<file path="src/rtl/misr_bist_unit.sv">
// misr_bist_unit: multiple-input signature register with a session controller.
// Compacts NIN-bit response words into an NBIT-bit Galois signature. After NPAT
// valid patterns it compares the signature with a golden value. The signature
// can be unloaded serially (MSB first) while the unit is idle or done.
module misr_bist_unit #(
  parameter int              NBIT = 16,
  parameter int              NIN  = 4,
  parameter logic [NBIT-1:0] POLY = 16'h1021,
  parameter logic [NBIT-1:0] SEED = '1,
  parameter int              NPAT = 256,
  parameter int              CW   = $clog2(NPAT+1)
) (
  input  logic            clk,
  input  logic            rst,
  input  logic            start,
  input  logic [NIN-1:0]  din,
  input  logic            din_valid,
  input  logic [NBIT-1:0] golden,
  input  logic            shift_en,
  input  logic            scan_in,
  output logic            scan_out,
  output logic [NBIT-1:0] signature,
  output logic [CW-1:0]   pat_cnt,
  output logic            busy,
  output logic            done,
  output logic            pass
);

  typedef enum logic [1:0] {IDLE, RUN, DONE} state_t;

  state_t          state;
  logic [NBIT-1:0] din_ext;
  logic [NBIT-1:0] sig_nxt;

  // Zero-extend the response word so it lines up with stages 0..NIN-1.
  always_comb begin
    din_ext          = '0;
    din_ext[NIN-1:0] = din;
  end

  // One Galois compaction step: shift up, fold the MSB into the tap stages,
  // and mix in the response word.
  always_comb begin
    sig_nxt = {signature[NBIT-2:0], 1'b0}
            ^ (POLY & {NBIT{signature[NBIT-1]}})
            ^ din_ext;
  end

  assign scan_out = signature[NBIT-1];

  // Session controller. start beats every other control except rst; the
  // final valid pattern writes the signature and the compare result together.
  always_ff @(posedge clk) begin
    if (rst) begin
      state     <= IDLE;
      signature <= SEED;
      pat_cnt   <= '0;
      busy      <= 1'b0;
      done      <= 1'b0;
      pass      <= 1'b0;
    end else if (start) begin
      state     <= RUN;
      signature <= SEED;
      pat_cnt   <= '0;
      busy      <= 1'b1;
      done      <= 1'b0;
      pass      <= 1'b0;
    end else begin
      unique case (state)
        RUN: begin
          if (din_valid) begin
            signature <= sig_nxt;
            pat_cnt   <= pat_cnt + CW'(1);
            if (pat_cnt == CW'(NPAT-1)) begin
              state <= DONE;
              busy  <= 1'b0;
              done  <= 1'b1;
              pass  <= (sig_nxt == golden);
            end
          end
        end
        IDLE, DONE: begin
          if (shift_en)
            signature <= {signature[NBIT-2:0], scan_in};
        end
        default: state <= IDLE;
      endcase
    end
  end

endmodule

</file>
<file path="config.mk">
export PLATFORM = sky130hd
export DESIGN_NAME = misr_bist_unit
export DESIGN_NICKNAME = d
export VERILOG_FILES = /design/src/rtl/misr_bist_unit.sv
export SDC_FILE = /design/constraint.sdc
export NUM_CORES = 1
export LEC_CHECK = 0
export CELL_PAD_IN_SITES_DETAIL_PLACEMENT = 1
export CELL_PAD_IN_SITES_GLOBAL_PLACEMENT = 2
export CORE_MARGIN = 3
export CORE_UTILIZATION = 26
export DETAILED_ROUTE_END_ITERATION = 8
export PLACE_DENSITY_LB_ADDON = 0.1
export SLEW_MARGIN = 5
export SYNTH_ARGS = -nofsm -noshare
export SYNTH_HDL_FRONTEND = slang
export SYNTH_SLANG_ARGS = --single-unit
export TNS_END_PERCENT = 30
</file>
<file path="constraint.sdc">
create_clock -name clk -period 2.6 [get_ports clk]
set_input_delay 0.39 -clock clk [delete_from_list [all_inputs] [get_ports clk]]
set_output_delay 0.39 -clock clk [all_outputs]
set_load 0.005 [all_outputs]
</file>
==> impl_metrics.env, run 1 <==
export IMPL_status="finished, final reports clean"
export IMPL_grt_setup_unrepaired="no"
export IMPL_first_iter_violations=31
export IMPL_critical_path_class="reg2reg"
export IMPL_wl_mm=4.24
export IMPL_final_instance_count_excl_fill=302
export IMPL_fillCellCount=650
export IMPL_cellPowerDensity_nw_per_um2=571
export IMPL_start_kind="flop"
export IMPL_switchingPower_uw=282
export IMPL_fin_setup_tns_ns=0
export IMPL_dr_pass1_iters=3
export IMPL_die_h_um=81.7
export IMPL_cp_required_ns=2.82
export IMPL_grt_pass1_vias=1449
export IMPL_drv_cap=0
export IMPL_avgSynthCellArea_um2=8.46
export IMPL_vdd_drop_max_mv=0.212
export IMPL_root_buffer="clkbuf_8"
export IMPL_io_buffers=54
export IMPL_die_w_um=81.7
export IMPL_rows=26
export IMPL_placedCellCount=294
export IMPL_crit_top_cell="ha_1"
export IMPL_yosysTopAreaCell="dfxtp_1"
export IMPL_tightestPinTransition_ns=0.476
export IMPL_synth_warnings=0
export IMPL_p_comb_frac=0.137
export IMPL_crit_slowest_cell="dfxtp_1"
export IMPL_p_clk_frac=0.473
export IMPL_num_vias=1356
export IMPL_multi_input_area_um2=813
export IMPL_grt_pass1_wl_mm=6.98
export IMPL_clk_latency_ns=0.29
export IMPL_post_cts_resized=0
export IMPL_track_usage=0.139
export IMPL_crit_fanout=5
export IMPL_ys_types=32
export IMPL_skew_ns=0.00698
export IMPL_h_tree_depth=2
export IMPL_via_per_inst=4.49
export IMPL_synth_edf_count=0
export IMPL_core_um2=5340
export IMPL_synth_area_um2=1490
export IMPL_gr_total_overflow=0
export IMPL_cpPeakStageDelay_ns=0.42
export IMPL_clk_pin_slew_worst_paths_ns=0.07
export IMPL_synthCells=176
export IMPL_arrival_ns=2.14
export IMPL_start_util=0.279
export IMPL_power_frac_seq=0.390
export IMPL_layout_drive_gt1_share=0.0560
export IMPL_leakage_uw=0.000842
export IMPL_maxSlewViolCount=0
export IMPL_synth_async_reset_ratio=0
export IMPL_worst_slack_ns=0.676
export IMPL_cts_buffer_depth=2
export IMPL_synth_ff_latch_count=30
export IMPL_io_pins=55
export IMPL_drtAntennaViolNets=0
export IMPL_syn_num_nets=204
export IMPL_cp_cell_sequence="ha_1 -> nand2_1 -> nor3_1 -> ha_1 -> nand4b_1 -> nor2_1 -> nand4_1 -> o21ai_1"
export IMPL_end_kind="flop"
export IMPL_timing_slew_headroom=0.683
export IMPL_yosys_top_cells_area="dfxtp_1 40%, xor2_1 11%, nand2_1 8.1%, xnor2_1 6.5%, nor2_1 5.3%"
export IMPL_layout_area_overhead_vs_synth_pct=48.5
export IMPL_drc=0
export IMPL_numCtsBuffers=5
export IMPL_finalCriticalPeriod_ns=1.92
export IMPL_hp_class="reg2reg"
export IMPL_swShare=0.224
export IMPL_antenna_cells=0
export IMPL_ys_seq_area_frac=0.403
export IMPL_yosys_top_cells_count="32 x nand2_1, 30 x dfxtp_1, 21 x nor2_1, 18 x xor2_1, 13 x nand3_1"
export IMPL_cts_sinks=30
export IMPL_wl_per_cell_um=14.0
export IMPL_dp_final_hpwl_mm=3.32
export IMPL_fin_crit_sh=0.740
export IMPL_cts_tree="built"
export IMPL_final_setup_viol_count=0
export IMPL_synth_most_common_cell="nand2_1"
export IMPL_dpl_worst_slack_ns=0.540
export IMPL_internal_power_uw=979
export IMPL_yosysTopAreaCellShare=0.403
export IMPL_place_congestion=0.733
export IMPL_cts_setup_buffers=0
export IMPL_final_nets=259
export IMPL_max_freq_mhz=520
export IMPL_cts_hold_buf=0
export IMPL_grt_start_max_net_pins=18
export IMPL_synth_main_ff_cell="dfxtp_1"
export IMPL_dieArea_um2=6670
export IMPL_hold_violations=0
export IMPL_antenna_found_initial=0
export IMPL_register_area_um2=601
[registers in the layout (all words and copies together), names as in the netlist]
name,flops
done,1
pat_cnt,9
pass,1
busy,1
state,2
signature,16
[routing by layer]
layer,global-route usage,vias to the layer above,routed length (µm),share of wire
met5,0,-,0,0
met4,0.0498,0,61,0.014
met3,0.0384,6,207,0.049
met2,0.222,34,1970,0.46
met1,0.178,624,2000,0.47
li1,-,692,-,-
[power groups by stage]
stage	logic (µW)	clock network (µW)	registers, µW
finish	173	596	492
global route	193	634	495
CTS	177	612	492
detailed placement	176	0	503
global placement	172	0	502
floorplan	97.3	0	497
[cell type report]
cell class / instances / area share
multi-input cells: 134 / 0.368
flip-flops and latches: 30 / 0.272
repair buffers: 55 / 0.248
well taps: 70 / 0.0396
clock buffers: 6 / 0.0374
clock inverters: 2 / 0.0272
inverters: 5 / 0.00849
[critical path, delay by kind of cell (launching register included)]
family                     cells  cell delay (ns)
and+or+nand+nor                5             0.80
AOI/OAI and AO/OA              1             0.14
adders and majority gates      2             0.49
DFF                            1             0.42
[cells by family (layout without fill, tap and decap cells)]
logic type,count (synthesis),in the layout,share of synthesized area
XOR/XNOR,30,30,0.187
flip-flops,30,30,0.403
AND/OR/NAND/NOR,84,84,0.261
buffers and inverters,12,68,0.0504
adder cells (fa/ha/maj),2,2,0.0168
AO/OA/AOI/OAI,18,18,0.0815
[path summary, 6_finish.rpt]
| check | end | cells after the start | start | slack, ns |
|---|---|---|---|---|
| worst max register to register | pass | 8 | pat_cnt[0] | 0.68 |
| worst min-delay path | done | 2 | done | 0.45 |
| worst max-delay path | pass | 8 | pat_cnt[0] | 0.68 |
| worst min register to register | done | 2 | done | 0.45 |
[placed cells by master (no fill, tap or decap), drive strengths merged, types with 5 or more instances in the layout]
master and instances:
nand3 13, nand2 33, a21oi 6, xor2 18
dfxtp 30, xnor2 11, clkdlybuf4s50 54, o21ai 7
inv 5, clkbuf 6, nor2 21
[through the flow]
step	total power, µW	hold WS (ns)	cell area (µm²)	utilization
6_report	1260	0.453	2210	0.414
5_1_grt	1320	0.499	2210	0.414
4_1_cts	1280	0.461	2210	0.414
3_5_place_dp	679	0.449	2070	0.388
3_3_place_gp	674	0.438	2070	0.388
2_1_floorplan	594	0.442	1490	-
(Power assumes the default switching activity.)
==> run 2: changes to the inputs <==
CORE_UTILIZATION = 22   (was 26)
clock period = 1.5 ns   (was 2.6 ns; I/O delays follow)
==> impl_metrics.env, run 2 (same netlist as run 1, synthesis figures left out) <==
export IMPL_end_kind="flop"
export IMPL_timing_slew_headroom=0.769
export IMPL_final_common_cell="clkdlybuf4s50_1"
export IMPL_cts_sinks=30
export IMPL_violations="setup timing"
export IMPL_track_usage=0.131
export IMPL_grt_pass1_wl_mm=7.91
export IMPL_h_tree_depth=2
export IMPL_numCtsBuffers=5
export IMPL_root_buffer="clkbuf_8"
export IMPL_maxSlewViolCount=0
export IMPL_clk_pin_slew_worst_paths_ns=0.07
export IMPL_start_kind="flop"
export IMPL_fin_setup_tns_ns=-0.00142
export IMPL_crit_fanout=4
export IMPL_power_frac_seq=0.452
export IMPL_drv_cap=0
export IMPL_die_w_um=88.3
export IMPL_final_setup_viol_count=1
export IMPL_tightestPinTransition_ns=0.343
export IMPL_io_buffers=54
export IMPL_internal_power_uw=1390
export IMPL_clk_latency_ns=0.28
export IMPL_max_freq_mhz=666
export IMPL_die_h_um=88.3
export IMPL_layout_area_overhead_vs_synth_pct=63.7
export IMPL_layout_drive_gt1_share=0.233
export IMPL_vdd_drop_max_mv=0.359
export IMPL_grt_pass1_vias=1629
export IMPL_antenna_found_initial=0
export IMPL_dp_final_hpwl_mm=3.66
export IMPL_core_um2=6460
export IMPL_wl_per_cell_um=14.2
export IMPL_skew_ns=0.00868
export IMPL_num_vias=1484
export IMPL_cellPowerDensity_nw_per_um2=771
export IMPL_cts_buffer_depth=2
export IMPL_dr_pass1_iters=4
export IMPL_worst_slack_ns=-0.00142
export IMPL_finalCriticalPeriod_ns=1.50
export IMPL_drc=0
export IMPL_grt_setup_unrepaired="yes"
export IMPL_cts_hold_buf=0
export IMPL_dpl_worst_slack_ns=-0.166
export IMPL_first_iter_violations=44
export IMPL_fin_util=0.377
export IMPL_switchingPower_uw=491
export IMPL_cp_required_ns=1.68
export IMPL_arrival_ns=1.68
export IMPL_wl_mm=4.75
export IMPL_swShare=0.261
export IMPL_antenna_cells=0
export IMPL_place_congestion=0.762
export IMPL_drtAntennaViolNets=0
export IMPL_cts_tree="built"
export IMPL_start_util=0.231
export IMPL_io_pins=55
export IMPL_regMostFlops="signature"
export IMPL_reg_largest_list="signature (16), pat_cnt (9), state (2)"
export IMPL_rows=29
export IMPL_via_per_inst=4.44
export IMPL_gr_total_overflow=0
export IMPL_p_total_uw=1880
export IMPL_critical_path_class="reg2reg"
export IMPL_largest_register_ffs=16
export IMPL_most_common_layout_cells="46 x clkdlybuf4s50_1, 31 x nand2_1, 25 x buf_4"
export IMPL_dieArea_um2=7790
export IMPL_p_clk_frac=0.366
export IMPL_grt_start_max_net_pins=18
export IMPL_p_comb_frac=0.182
export IMPL_fin_crit_sh=1.00
export IMPL_leakage_uw=0.00104
export IMPL_hp_class="reg2reg"
export IMPL_hold_violations=0
export IMPL_status="finished with violations"
export IMPL_final_nets=284
run 2: cell count changes in the layout (fill, tap and decap cells not counted), moves of 2 or more:
cell	change
dlymetal6s2s_1	+5
clkdlybuf4s50_1	-8
bufinv_16	-2
buf_4	+24
a21oi_1	-2
ha_1	-2
dfxtp_2	+17
a21oi_2	+2
dfxtp_1	-17
dlygate4sd2_1	+3
run 2: area by class of cell:
cell class / count / area (µm²)
Multi-Input combinational cell: 134 / 852
Inverter: 5 / 18.8
Clock inverter: 1 / 5.00
Timing Repair Buffer: 80 / 757
Tap cell: 77 / 96.3
Clock buffer: 7 / 86.3
Sequential cell: 30 / 622
Fill cell: 766 / 4020
run 2: worst paths after layout:
kind | slack [ns] | end | startpoint | depth (start not counted)
worst min-delay path | 0.46 | done | done | 2
worst max register to register | -0.001 | busy | pat_cnt[1] | 8
worst min register to register | 0.46 | done | done | 2
worst max-delay path | -0.001 | busy | pat_cnt[1] | 8
run 2: what timing repair did:
| action | CTS | global route |
|---|---|---|
| gates resized for setup | 14 | 16 |
| endpoints found under the setup margin | 14 | 13 |
| buffers inserted | 0 | 2 |
| gates cloned | 0 | 0 |
| pin swaps | 1 | 1 |
run 2: per-layer routing:
| layer | share of wire | track usage | vias to the layer above |
|---|---|---|---|
| met5 | 0 | 0 | - |
| met4 | 0.011 | 0.0412 | 0 |
| met3 | 0.043 | 0.0345 | 5 |
| met2 | 0.50 | 0.215 | 29 |
| met1 | 0.45 | 0.168 | 708 |
| li1 | - | - | 742 |
run 2: through the flow:
step,area [µm²],hold WS (ns),std cells
floorplan,1500,0.297,176
global placement,2280,0.432,324
detailed placement,2280,0.453,324
CTS,2380,0.462,332
global route,2440,0.497,334
finish,2440,0.461,334
run 2: power groups by stage:
stage / Sequential, µW / Clock [µW] / Combinational [µW]
2_1_floorplan: 862 / 0 / 169
3_3_place_gp: 866 / 0 / 342
3_5_place_dp: 867 / 0 / 347
4_1_cts: 849 / 719 / 350
5_1_grt: 854 / 754 / 385
6_report: 850 / 687 / 343
run 2: worst max-delay path, stage by stage, from the launching register on:
cell	delay, ns
dfxtp_2	0.36
ha_4	0.14
nand2_2	0.05
nor3_2	0.10
ha_2	0.20
nand4b_1	0.18
buf_4	0.21
a21oi_2	0.12
nor2_1	0.04
